File: config.mk
export PLATFORM = sky130hd
export DESIGN_NAME = win3x3_fetch_ctrl
export DESIGN_NICKNAME = d
export VERILOG_FILES = /design/src/rtl/img_pkg.sv /design/src/rtl/rd_tag_pipe.sv /design/src/rtl/win3x3_fetch_ctrl.sv
export SDC_FILE = /design/constraint.sdc
export NUM_CORES = 1
export LEC_CHECK = 0
export BUFFER_PORTS_ARGS = -buffer_cell sky130_fd_sc_hd__buf_2
export CAP_MARGIN = 20
export CORE_ASPECT_RATIO = 1.4
export CORE_UTILIZATION = 40
export DETAILED_ROUTE_END_ITERATION = 10
export SYNTH_ARGS = -nofsm -noshare
export SYNTH_HDL_FRONTEND = slang
export SYNTH_HIERARCHICAL = 1
export SYNTH_SLANG_ARGS = --single-unit
File: constraint.sdc
create_clock -name i_clk -period 8.1 [get_ports i_clk]
set_input_delay 0.405 -clock i_clk [delete_from_list [all_inputs] [get_ports i_clk]]
set_output_delay 0.405 -clock i_clk [all_outputs]
set_load 0.005 [all_outputs]
File: src/rtl/img_pkg.sv
// Shared constants, tap-offset tables and types for the 3x3 window fetch path.
package img_pkg;

    localparam int unsigned DEF_AW       = 9;
    localparam int unsigned DEF_DW       = 8;
    localparam int unsigned DEF_IMG_ROWS = 200;
    localparam int unsigned DEF_IMG_COLS = 320;

    // Two's-complement offsets: 2'b11 = -1, 2'b00 = 0, 2'b01 = +1; tap k = (dr+1)*3 + (dc+1)
    localparam logic [1:0] TAP_DR [0:8] = '{2'b11, 2'b11, 2'b11,
                                            2'b00, 2'b00, 2'b00,
                                            2'b01, 2'b01, 2'b01};
    localparam logic [1:0] TAP_DC [0:8] = '{2'b11, 2'b00, 2'b01,
                                            2'b11, 2'b00, 2'b01,
                                            2'b11, 2'b00, 2'b01};

    typedef enum logic [2:0] {
        StIdle,
        StFetch,
        StDrain,
        StPresent,
        StDone
    } state_e;

    typedef struct packed {
        logic [3:0] tap;
        logic       oob;
        logic       vld;
    } tag_t;

endpackage

File: src/rtl/rd_tag_pipe.sv
// Delay line that tags each issued read so its data lands in the right window slot.
module rd_tag_pipe
    import img_pkg::*;
#(
    parameter int unsigned RD_LAT = 1
) (
    input  logic i_clk,
    input  logic i_rst,
    input  logic i_clr,
    input  tag_t i_tag,
    output tag_t o_tag
);

    tag_t r_pipe [RD_LAT];

    always_ff @(posedge i_clk or posedge i_rst) begin
        if (i_rst) begin
            for (int i = 0; i < int'(RD_LAT); i++) begin
                r_pipe[i] <= '0;
            end
        end else if (i_clr) begin
            for (int i = 0; i < int'(RD_LAT); i++) begin
                r_pipe[i] <= '0;
            end
        end else begin
            r_pipe[0] <= i_tag;
            for (int i = 1; i < int'(RD_LAT); i++) begin
                r_pipe[i] <= r_pipe[i-1];
            end
        end
    end

    assign o_tag = r_pipe[RD_LAT-1];

endmodule

File: src/rtl/win3x3_fetch_ctrl.sv
// Raster-scans the image, issues nine neighbourhood reads per pixel and presents
// the zero-padded 3x3 window over a valid/ready handshake.
module win3x3_fetch_ctrl
    import img_pkg::*;
#(
    parameter int unsigned IMG_ROWS = DEF_IMG_ROWS,
    parameter int unsigned IMG_COLS = DEF_IMG_COLS,
    parameter int unsigned AW       = DEF_AW,
    parameter int unsigned DW       = DEF_DW,
    parameter int unsigned RD_LAT   = 1
) (
    input  logic              i_clk,
    input  logic              i_rst,
    input  logic              i_start,
    input  logic              i_abort,
    output logic [AW-1:0]     o_pxl_row,
    output logic [AW-1:0]     o_pxl_col,
    input  logic [DW-1:0]     i_mem_data,
    output logic              o_win_valid,
    input  logic              i_win_ready,
    output logic [9*DW-1:0]   o_win_data,
    output logic [AW-1:0]     o_win_row,
    output logic [AW-1:0]     o_win_col,
    output logic              o_busy,
    output logic              o_done
);

    state_e          r_state;
    state_e          w_state_nxt;
    logic [3:0]      r_tap;
    logic [1:0]      r_drain;
    logic [AW-1:0]   r_row;
    logic [AW-1:0]   r_col;
    logic [AW-1:0]   r_pxl_row;
    logic [AW-1:0]   r_pxl_col;
    logic            r_oob;
    logic [9*DW-1:0] r_win;

    logic            w_start;
    logic            w_abort;
    logic            w_accept;
    logic            w_last_col;
    logic            w_last_win;
    logic [AW-1:0]   w_nxt_row;
    logic [AW-1:0]   w_nxt_col;
    logic            w_load_addr;
    logic [AW-1:0]   w_ac_row;
    logic [AW-1:0]   w_ac_col;
    logic [3:0]      w_ac_tap;
    logic [1:0]      w_dr;
    logic [1:0]      w_dc;
    logic [AW:0]     w_tap_row;
    logic [AW:0]     w_tap_col;
    logic            w_oob;
    tag_t            w_tag_in;
    tag_t            w_tag_out;

    assign w_start    = i_start && !i_abort;
    assign w_abort    = i_abort && (r_state != StIdle);
    assign w_accept   = (r_state == StPresent) && i_win_ready && !w_abort;
    assign w_last_col = (r_col == AW'(IMG_COLS - 1));
    assign w_last_win = w_last_col && (r_row == AW'(IMG_ROWS - 1));
    assign w_nxt_col  = w_last_col ? '0 : r_col + 1'b1;
    assign w_nxt_row  = w_last_win ? '0 : (w_last_col ? r_row + 1'b1 : r_row);

    // FSM: state register
    always_ff @(posedge i_clk or posedge i_rst) begin
        if (i_rst) begin
            r_state <= StIdle;
        end else begin
            r_state <= w_state_nxt;
        end
    end

    // FSM: next state
    always_comb begin
        w_state_nxt = r_state;
        if (w_abort) begin
            w_state_nxt = StIdle;
        end else begin
            unique case (r_state)
                StIdle:    if (w_start) w_state_nxt = StFetch;
                StFetch:   if (r_tap == 4'd8) w_state_nxt = StDrain;
                StDrain:   if (r_drain == 2'(RD_LAT - 1)) w_state_nxt = StPresent;
                StPresent: if (i_win_ready) w_state_nxt = w_last_win ? StDone : StFetch;
                StDone:    w_state_nxt = StIdle;
                default:   w_state_nxt = StIdle;
            endcase
        end
    end

    // FSM: outputs
    always_comb begin
        o_win_valid = (r_state == StPresent);
        o_busy      = (r_state != StIdle);
        o_done      = (r_state == StDone);
    end

    // The address register is loaded one cycle ahead so tap k's address is on the
    // bus during the cycle FETCH holds tap k.
    always_comb begin
        w_load_addr = 1'b0;
        w_ac_row    = r_row;
        w_ac_col    = r_col;
        w_ac_tap    = r_tap + 4'd1;
        unique case (r_state)
            StIdle: begin
                if (w_start) begin
                    w_load_addr = 1'b1;
                    w_ac_row    = '0;
                    w_ac_col    = '0;
                    w_ac_tap    = 4'd0;
                end
            end
            StFetch: w_load_addr = (r_tap != 4'd8);
            StPresent: begin
                if (i_win_ready && !w_last_win) begin
                    w_load_addr = 1'b1;
                    w_ac_row    = w_nxt_row;
                    w_ac_col    = w_nxt_col;
                    w_ac_tap    = 4'd0;
                end
            end
            default: w_load_addr = 1'b0;
        endcase
    end

    // One extra bit keeps -1 and >= limit distinct from any in-range coordinate
    assign w_dr      = TAP_DR[w_ac_tap];
    assign w_dc      = TAP_DC[w_ac_tap];
    assign w_tap_row = {1'b0, w_ac_row} + {{(AW-1){w_dr[1]}}, w_dr};
    assign w_tap_col = {1'b0, w_ac_col} + {{(AW-1){w_dc[1]}}, w_dc};
    assign w_oob     = w_tap_row[AW] || w_tap_col[AW] ||
                       (w_tap_row >= (AW+1)'(IMG_ROWS)) || (w_tap_col >= (AW+1)'(IMG_COLS));

    always_ff @(posedge i_clk or posedge i_rst) begin
        if (i_rst) begin
            r_pxl_row <= '0;
            r_pxl_col <= '0;
            r_oob     <= 1'b0;
        end else if (w_load_addr && !w_abort) begin
            r_pxl_row <= w_oob ? w_ac_row : w_tap_row[AW-1:0];
            r_pxl_col <= w_oob ? w_ac_col : w_tap_col[AW-1:0];
            r_oob     <= w_oob;
        end
    end

    always_ff @(posedge i_clk or posedge i_rst) begin
        if (i_rst) begin
            r_tap   <= '0;
            r_drain <= '0;
            r_row   <= '0;
            r_col   <= '0;
        end else begin
            if (r_state == StIdle && w_start) begin
                r_tap <= '0;
                r_row <= '0;
                r_col <= '0;
            end
            if (r_state == StFetch) begin
                r_tap <= (r_tap == 4'd8) ? 4'd0 : r_tap + 4'd1;
            end
            r_drain <= (r_state == StDrain) ? r_drain + 2'd1 : 2'd0;
            if (w_accept) begin
                r_row <= w_nxt_row;
                r_col <= w_nxt_col;
            end
        end
    end

    always_comb begin
        w_tag_in     = '0;
        w_tag_in.tap = r_tap;
        w_tag_in.oob = r_oob;
        w_tag_in.vld = (r_state == StFetch);
    end

    rd_tag_pipe #(
        .RD_LAT (RD_LAT)
    ) u_rd_tag_pipe (
        .i_clk (i_clk),
        .i_rst (i_rst),
        .i_clr (w_abort),
        .i_tag (w_tag_in),
        .o_tag (w_tag_out)
    );

    always_ff @(posedge i_clk or posedge i_rst) begin
        if (i_rst) begin
            r_win <= '0;
        end else if (w_abort) begin
            r_win <= '0;
        end else if (w_tag_out.vld) begin
            for (int k = 0; k < 9; k++) begin
                if (w_tag_out.tap == 4'(k)) begin
                    r_win[DW*k +: DW] <= w_tag_out.oob ? '0 : i_mem_data;
                end
            end
        end
    end

    assign o_pxl_row  = r_pxl_row;
    assign o_pxl_col  = r_pxl_col;
    assign o_win_data = r_win;
    assign o_win_row  = r_row;
    assign o_win_col  = r_col;

endmodule

==> results_dict.tcl, run 1 <==
set metrics [dict create \
    rows 57 \
    core_area_um2 17330 \
    status "finished, final reports clean" \
    final_common_cell "dfrtp_1" \
    cap_viol_max_count 0 \
    p_sw_share_pct 40.77 \
    dieArea_um2 18180 \
    maxSlewHeadroom_pct 30.72 \
    grt_pass1_vias 5611 \
    drive_above_1_share_pct 20.90 \
    ys_seq_area_share_pct 43.97 \
    cts_buffers 17 \
    finalWirelength_mm 18.30 \
    avgRoutedWirePerCell_um 16.53 \
    synth-edff-count 0 \
    cellPowerDensity_nw_per_um2 347.0 \
    comb_power_share_pct 45.5 \
    synthesis.area_um2 7057 \
    nets 899 \
    path_class "register to register" \
    synth-xor-area-share_pct 1.738 \
    seqCellArea_um2 3103 \
    critPathRequiredTime_ps 8410 \
    period_share_pct 81.51 \
    grt_usage_pct 20.76 \
    synth_fa_ha_area_share_pct 5.177 \
    cts_root_buffer "clkbuf_16" \
    cts_resized 0 \
    firstDrtPassIters 4 \
    drc_errors 0 \
    syn_inst 748 \
    synth.distinct_cells 60 \
    cts_tree "built" \
    end_kind "register" \
    antenna_cells 0 \
    synth_flop_cell "dfrtp_1" \
    synth-seq-cells 124 \
    grt_pass1_wl_mm 29.57 \
    drtIter0Drc 377 \
    clock_sinks 124 \
    syn_area_per_cell_um2 9.434 \
    setup_viol 0 \
    hp-class "input port to register" \
    ys.warnings.count 6 \
    chipWidth_um 114.3 \
    drv_slew 0 \
    ant_nets 0 \
    p_int_mw 1.751 \
    rsz0062_at_grt "false" \
    post-place-ws_ps 1533 \
    p_clk_share_pct 26.9 \
    p_leak_nw 4.382 \
    synth_simple_gate_area_share_pct 18.97 \
    hold_viol 0 \
    vias_per_cell 5.358 \
    p_sw_mw 1.205 \
    area_growth_pct 20.73 \
    antenna_found_initial 0 \
    peakVddDrop_mv 0.1421 \
    synth_nets 789 \
    grt_start_max_net_pins 81 \
    setup_ws_ps 1498 \
    initial_core_util_pct 40.72 \
    hpwl_mm 12.93 \
    max_freq_ghz 0.1515 \
    synth-compound-area-share_pct 13.81 \
    portBuffers 123 \
    gp_congestion 0.8771 \
    multi_input_area_um2 3717 \
    layout_common_cells "dfrtp_1 (124), buf_2 (123), nor2_1 (106)" \
    fin_util_pct 49.16 \
    final.setup.tns_ps 0 \
    cts-htree-levels 4 \
    pwr-share-seq_pct 27.6 \
    boundaryPins 124 \
    min_period_ps 6602 \
    async_flop_share_pct 100.0 \
    clock_skew_ps 10.01 \
    path_max_fanout 24 \
    fill_cells 1690 \
    worst_pin_slew_ps 1035 \
    synth_mux_area_share_pct 12.84 \
    power.total_mw 2.956 \
    worstPathArrival_ps 6910 \
    clkTransAtPathRegs_ps 60 \
    grt_overflow 0 \
    synth_top_family_by_area "simple AND/OR/NAND/NOR gates" \
    cts_buffer_depth 2 \
    start_kind "register" \
    die_h_um 159.2 \
    clk_latency_ps 420 \
    vias 5931 \
]
worst max-delay path, cell delays in order (launching register included):
cell and delay [ps]:
dfrtp_1 460, ha_1 320, nand3_4 150, or4_1 660, o31ai_4 740, and2_1 290
ha_1 200, a211oi_1 60, o31ai_1 120, nand2_1 330, ha_1 390, a211oi_1 560
or4b_2 240, nand3_1 80, o311ai_0 470, o211ai_1 270, nor4_4 280, buf_4 240
mux2_1 330, mux2_2 260
power by group through the flow:
| stage | Clock, mW | Combinational [mW] | Sequential, mW |
|---|---|---|---|
| floorplan | 0 | 0.992 | 0.808 |
| global placement | 0 | 1.32 | 0.826 |
| detailed placement | 0 | 1.33 | 0.828 |
| CTS | 0.810 | 1.34 | 0.819 |
| global route | 0.838 | 1.51 | 0.835 |
| finish | 0.794 | 1.35 | 0.817 |
state kept, by name, summed over array words and instances, names as in the netlist:
name,cells
r_oob,1
o_pxl_row,9
r_tap,4
r_drain,2
o_win_col,9
r_state,3
o_win_row,9
o_win_data,72
u_rd_tag_pipe/o_tag,6
o_pxl_col,9
area by class of cell:
cell class | count | area share, %
flip-flops and latches | 124 | 36.42
clock buffers | 20 | 5.361
clock inverters | 12 | 1.880
multi-input cells | 565 | 43.63
repair buffers | 135 | 8.548
well taps | 236 | 3.466
inverters | 15 | 0.6903
kinds of logic after synthesis:
group,count (synthesis)
fa+ha+maj,28
buf+inv,59
mux,90
xor+xnor,14
flops,124
compound gates,158
simple gates,275
synth_stat cells, drive strengths merged (3+ instances only):
master / instances / area share [%]
o31ai: 20 / 2.4
nand2b: 7 / 0.62
or3: 4 / 0.35
xnor2: 6 / 0.74
a211oi: 7 / 0.74
a22o: 3 / 0.37
nor4: 7 / 0.71
o21a: 5 / 0.53
nor2: 106 / 5.6
nand3: 19 / 1.5
clkbuf: 28 / 1.5
nor2b: 16 / 1.4
buf: 16 / 1.2
nor3: 6 / 0.43
nand3b: 6 / 0.64
mux2i: 86 / 12
or4: 4 / 0.43
nand2: 59 / 3.1
nor3b: 7 / 0.74
and2: 10 / 0.89
o211ai: 5 / 0.53
o21ai: 71 / 5.0
and3: 10 / 0.89
ha: 26 / 4.6
inv: 15 / 0.80
dfrtp: 124 / 44
xor2: 8 / 0.99
a21oi: 28 / 2.0
mux2: 4 / 0.64
or2: 5 / 0.44
o21bai: 3 / 0.32
metrics by stage:
stage	cell area (µm²)	hold WS, ps	instances
floorplan	7057	196.0	748
global placement	7858	372.5	1072
detailed placement	7858	376.6	1072
CTS	8484	248.1	1105
global route	8519	272.9	1107
finish	8519	260.5	1107
worst paths after layout:
check | start | endpoint | slack [ps] | depth (start not counted)
worst min register to register | r_drain[0] | r_drain[0] | 420 | 1
max in group asynchronous | i_rst | o_win_data[2] | 6510 | 5
min in group asynchronous | i_rst | u_rd_tag_pipe/o_tag[1] | 480 | 3
worst max-delay path | o_win_col[0] | o_pxl_row[6] | 1500 | 19
worst max register to register | o_win_col[0] | o_pxl_row[6] | 1500 | 19
worst min-delay path | i_abort | r_state[1] | 260 | 2
metal layers:
layer	vias to the layer above	share of wire (%)	track usage, %
li1	2888	-	-
met1	2846	44	26.85
met2	168	50	34.82
met3	29	4.2	3.464
met4	0	2.0	7.261
met5	-	0	0
timing repair:
item                      in CTS  in global routing
hold buffers                   1                  0
buffers inserted               0                  0
hold endpoints to repair       6                  0
No activity file was read; power rests on OpenSTA's default activity.
==> inputs of run 2 (changes only) <==
Clock period 8.1 ns to 6.45 ns, I/O delays scaled along.
==> run 2 against run 1 <==
Global-route usage is 0.37 points higher; first-iteration DRC count up 4.8%; sequential cell count unchanged; register-to-register slack worse by 1200 ps; clock power grew 20%; critical endpoint unchanged; largest cell class unchanged; largest power group unchanged; highest routed layer unchanged.
==> results_dict.tcl, run 2 (synthesis results as in run 1) <==
set metrics [dict create \
    rrSetupSlack_ps 320 \
    drive_above_1_share_pct 21.64 \
    chipWidth_um 114.3 \
    initial_core_util_pct 40.72 \
    cts_buffer_depth 2 \
    p_int_mw 2.161 \
    die_h_um 159.2 \
    cts_root_buffer "clkbuf_16" \
    cts_buffers 17 \
    multi_input_area_um2 3722 \
    largest_register_ffs 72 \
    firstDrtPassIters 5 \
    vias_per_cell 5.356 \
    instances_no_fill 1114 \
    cellPowerDensity_nw_per_um2 431.9 \
    path_class "register to register" \
    clock_skew_ps 8.016 \
    finalWirelength_mm 18.34 \
    antenna_cells 0 \
    final_common_cell "dfrtp_1" \
    cp_common_cell "ha_1" \
    start_kind "register" \
    setup_viol 0 \
    clock_sinks 124 \
    drc_errors 0 \
    setup_ws_ps 317.5 \
    avgRoutedWirePerCell_um 16.46 \
    post-place-ws_ps 226.4 \
    crit_end "o_pxl_row[6]" \
    final.setup.tns_ps 0 \
    max_freq_ghz 0.1631 \
    maxSlewHeadroom_pct 30.04 \
    worstSetupStartpoint "o_win_col[0]" \
    peakVddDrop_mv 0.1818 \
    rr_worst_depth 19 \
    p_clk_share_pct 25.8 \
    dp_cells 1076 \
    hp-class "input port to register" \
    area_growth_pct 20.89 \
    antenna_found_initial 0 \
    vias 5967 \
    nets 906 \
    fin_util_pct 49.22 \
    worst_pin_slew_ps 1023 \
    critPathSlowestCell "a2111oi_0" \
    p_sw_mw 1.523 \
    hold_viol 0 \
    design_area_um2 8531 \
    clkTransAtPathRegs_ps 60 \
    layout_common_cells "dfrtp_1 (124), buf_2 (123), nor2_1 (106)" \
    path_max_fanout 10 \
    placed_area_um2 7888 \
    period_share_pct 95.08 \
    drv_slew 0 \
    cap_viol_max_count 0 \
    grt_usage_pct 21.13 \
    cts_tree "built" \
    grt_pass1_wl_mm 29.99 \
    end_kind "register" \
    critPathRequiredTime_ps 6750 \
    ant_nets 0 \
    hpwl_mm 13.18 \
    grt_overflow 0 \
    rows 57 \
    p_sw_share_pct 41.34 \
    seqCellArea_um2 3103 \
    grt_pass1_vias 5720 \
    reg2reg_from "o_win_col[0]" \
    worstReg2RegEnd "o_pxl_row[6]" \
    drtIter0Drc 395 \
    cts-htree-levels 4 \
    hold_ws_ps 170.3 \
    clk_latency_ps 420 \
    worstPathCellList "ha_1 -> nand3_4 -> or4_1 -> o31ai_4 -> and2_1 -> inv_1 -> ha_1 -> and4_1 -> or2_2 -> fa_1 -> a21oi_1 -> o211ai_1 -> a31oi_1 -> o21ai_0 -> a2111oi_0 -> nor4_4 -> buf_4 -> mux2_1 -> mux2_2" \
    worstPathArrival_ps 6430 \
    p_leak_nw 4.387 \
    status "finished, final reports clean" \
    cpPeakStageDelay_ps 920 \
    dieArea_um2 18180 \
    core_area_um2 17330 \
    hp-start "i_abort" \
    portBuffers 123 \
    gp_congestion 0.8962 \
    power.total_mw 3.685 \
    pwr-share-seq_pct 27.5 \
    grt_start_max_net_pins 80 \
    boundaryPins 124 \
    fill_cells 1683 \
    min_period_ps 6133 \
    comb_power_share_pct 46.7 \
]
==> run 2: area by class of cell <==
type / instances / area share [%]
well taps: 236 / 3.461
flip-flops and latches: 124 / 36.37
clock inverters: 14 / 1.892
clock buffers: 18 / 5.031
multi-input cells: 565 / 43.63
repair buffers: 142 / 8.918
inverters: 15 / 0.6894
==> run 2: layer usage <==
layer	track usage [%]	wire length (µm)
met5	0	0
met4	8.914	411
met3	3.692	755
met2	35.84	9243
met1	26.23	7929
==> run 2: worst min-delay path by stage <==
stage	endpoint	slack (ps)	depth (start not counted)
after floorplan	u_rd_tag_pipe/o_tag[0]	110	1
after global placement	u_rd_tag_pipe/o_tag[1]	290	2
after detailed placement	u_rd_tag_pipe/o_tag[3]	300	2
after CTS	r_state[1]	150	2
after global routing	r_state[1]	180	2
final	r_state[1]	170	2
==> run 2: critical path: cells and delay by family (launching register included) <==
kind | cells | cell delay (ps)
simple gates | 6 | 1690
flops | 1 | 460
mux | 2 | 580
fa+ha+maj | 3 | 1010
buf+inv | 2 | 260
compound gates | 6 | 2020
==> run 2: what timing repair did <==
| item | in CTS | in global routing |
|---|---|---|
| hold buffers | 1 | 0 |
| gates resized for setup | 0 | 1 |
| hold endpoints to repair | 6 | 0 |
| setup endpoints to repair | 0 | 18 |
| buffers inserted | 0 | 4 |
==> run 2: power by group through the flow <==
stage                     Sequential, mW  Combinational (mW)  Clock [mW]
after floorplan                     1.01                1.25           0
after global placement              1.02                1.70           0
after detailed placement            1.03                1.69           0
after CTS                           1.02                1.70       0.974
after global routing                1.04                1.94        1.01
final                               1.01                1.72       0.952
==> inputs of run 3 (changes only) <==
Clock period 6.45 ns to 5.1 ns, I/O delays scaled along.
==> run 3 against run 2 <==
Total power up 41%; via count increased by 4.1%; critical path depth is 2 higher; global-route usage grew 1.3 points; first-iteration DRC count grew 1.8%; cell count rose by 4.6%; maximum frequency is 24% higher; largest power group unchanged; non-clock buffer count up 51; largest cell class unchanged; setup slack worse by 160 ps; design area increased by 7.1%.
==> results_dict.tcl, run 3 (synthesis results as in run 1) <==
set metrics [dict create \
    fill_cells 1623 \
    final.setup.tns_ps 0 \
    final_common_cell "buf_2" \
    rows 57 \
    clkTransAtPathRegs_ps 60 \
    drc_errors 0 \
    initial_core_util_pct 40.72 \
    cts_tree "built" \
    drive_above_1_share_pct 30.03 \
    setup_viol 0 \
    critPathTopFamily "simple AND/OR/NAND/NOR gates" \
    die_h_um 159.2 \
    clock_sinks 124 \
    comb_power_share_pct 53.0 \
    cts_buffers 17 \
    cts_buffer_depth 2 \
    design_area_um2 9138 \
    drv_slew 0 \
    firstDrtPassIters 5 \
    nets 957 \
    p_sw_mw 2.185 \
    cellPowerDensity_nw_per_um2 570.2 \
    grt_overflow 0 \
    cts_root_buffer "clkbuf_16" \
    worstPathCellList "ha_4 -> nand3_4 -> or4_4 -> o31ai_4 -> and2_4 -> inv_2 -> ha_2 -> and4_4 -> or2_4 -> buf_4 -> buf_4 -> ha_1 -> nand3b_1 -> nor3_1 -> a2bb2oi_1 -> o41ai_2 -> a2111oi_4 -> nor4_4 -> buf_4 -> mux2_4 -> mux2_4" \
    maxSlewHeadroom_pct 32.54 \
    path_class "register to register" \
    critPathSlowestCell "or4_4" \
    max_freq_ghz 0.2023 \
    peakVddDrop_mv 0.4814 \
    drtIter0Drc 402 \
    p_sw_share_pct 41.94 \
    path_buf_inv 4 \
    vias 6210 \
    cts-htree-levels 4 \
    clock_skew_ps 8.471 \
    cpPeakStageDelay_ps 580 \
    dieArea_um2 18180 \
    placed_area_um2 8335 \
    antenna_cells 0 \
    grt_usage_pct 22.48 \
    ant_nets 0 \
    clk_latency_ps 420 \
    end_kind "register" \
    vias_per_cell 5.330 \
    area_growth_pct 29.49 \
    finalWirelength_mm 19.80 \
    start_kind "register" \
    chipWidth_um 114.3 \
    grt_start_max_net_pins 80 \
    hpwl_mm 14.22 \
    grt_pass1_vias 5869 \
    layout_common_cells "buf_2 (123), dfrtp_1 (122), nor2_1 (105)" \
    pwr-share-seq_pct 24.6 \
    grt_pass1_wl_mm 31.64 \
    worst_pin_slew_ps 1010 \
    avgRoutedWirePerCell_um 17.00 \
    largest_register_ffs 72 \
    worstPathArrival_ps 5250 \
    hold_viol 0 \
    core_area_um2 17330 \
    boundaryPins 124 \
    cap_viol_max_count 0 \
    critPathRequiredTime_ps 5410 \
    portBuffers 123 \
    p_leak_nw 4.669 \
    status "finished, final reports clean" \
    gp_congestion 0.8864 \
    path_max_fanout 9 \
    p_int_mw 3.025 \
    min_period_ps 4942 \
    p_clk_share_pct 22.4 \
    cp_common_cell "buf_4" \
    period_share_pct 96.91 \
    hp-class "input port to register" \
    antenna_found_initial 0 \
]
## run 3: power by group through the flow
stage,combinational [mW],sequential (mW),clock (mW)
3_5_place_dp,2.48,1.30,0
5_1_grt,3.03,1.30,1.24
2_1_floorplan,1.69,1.29,0
4_1_cts,2.50,1.28,1.19
3_3_place_gp,2.47,1.29,0
6_report,2.76,1.28,1.17
## run 3: worst paths after layout
check                                  start                     end  slack [ps]  depth (start not counted)
worst max-delay path            o_win_col[0]            o_pxl_row[7]         160                         21
worst min-delay path                 i_abort              r_state[1]         140                          3
worst max register to register  o_win_col[0]            o_pxl_row[7]         160                         21
worst min register to register    r_drain[0]              r_drain[0]         430                          1
max in group asynchronous              i_rst            o_win_col[1]        3500                          5
min in group asynchronous              i_rst  u_rd_tag_pipe/o_tag[2]         350                          3
## run 3: layer usage
layer | GRT usage, % | up-vias | wire [µm]
li1 | - | 2997 | -
met1 | 27.81 | 2998 | 8301
met2 | 38.43 | 185 | 9977
met3 | 4.530 | 30 | 1042
met4 | 8.087 | 0 | 482
met5 | 0 | - | 0
## run 3: tightest hold or removal path, cell delays in order
cell    delay [ps]
buf_2           90
buf_4          130
nor2_1          50
## run 3: area by class of cell
| cell class | instances | area [µm²] | share of cell area, % |
|---|---|---|---|
| Multi-Input combinational cell | 565 | 3939 | 43.11 |
| Timing Repair Buffer | 193 | 1167 | 12.78 |
| Inverter | 15 | 58.81 | 0.6436 |
| Sequential cell | 124 | 3105 | 33.99 |
| Clock buffer | 17 | 425.4 | 4.656 |
| Clock inverter | 15 | 146.4 | 1.602 |
| Tap cell | 236 | 295.3 | 3.232 |
## run 3: metrics by stage
step | hold WS [ps] | utilization, % | std cells | setup slack [ps] | power, mW
3_5_place_dp | 225.4 | 48.10 | 1121 | 22.70 | 3.781
6_report | 139.4 | 52.73 | 1165 | 157.7 | 5.210
4_1_cts | 137.5 | 51.48 | 1154 | 10.85 | 4.974
2_1_floorplan | 45.96 | - | 748 | -154.0 | 2.971
5_1_grt | 161.2 | 52.73 | 1165 | -27.50 | 5.567
3_3_place_gp | 220.6 | 47.94 | 1120 | 121.4 | 3.763
## run 3: timing repair
action,CTS,global route
pin swaps,0,22
setup buffers,0,11
setup endpoints to repair,4,19
resized for setup,1,30
hold buffers,1,0
gates cloned,0,0
endpoints found under the hold margin,47,0
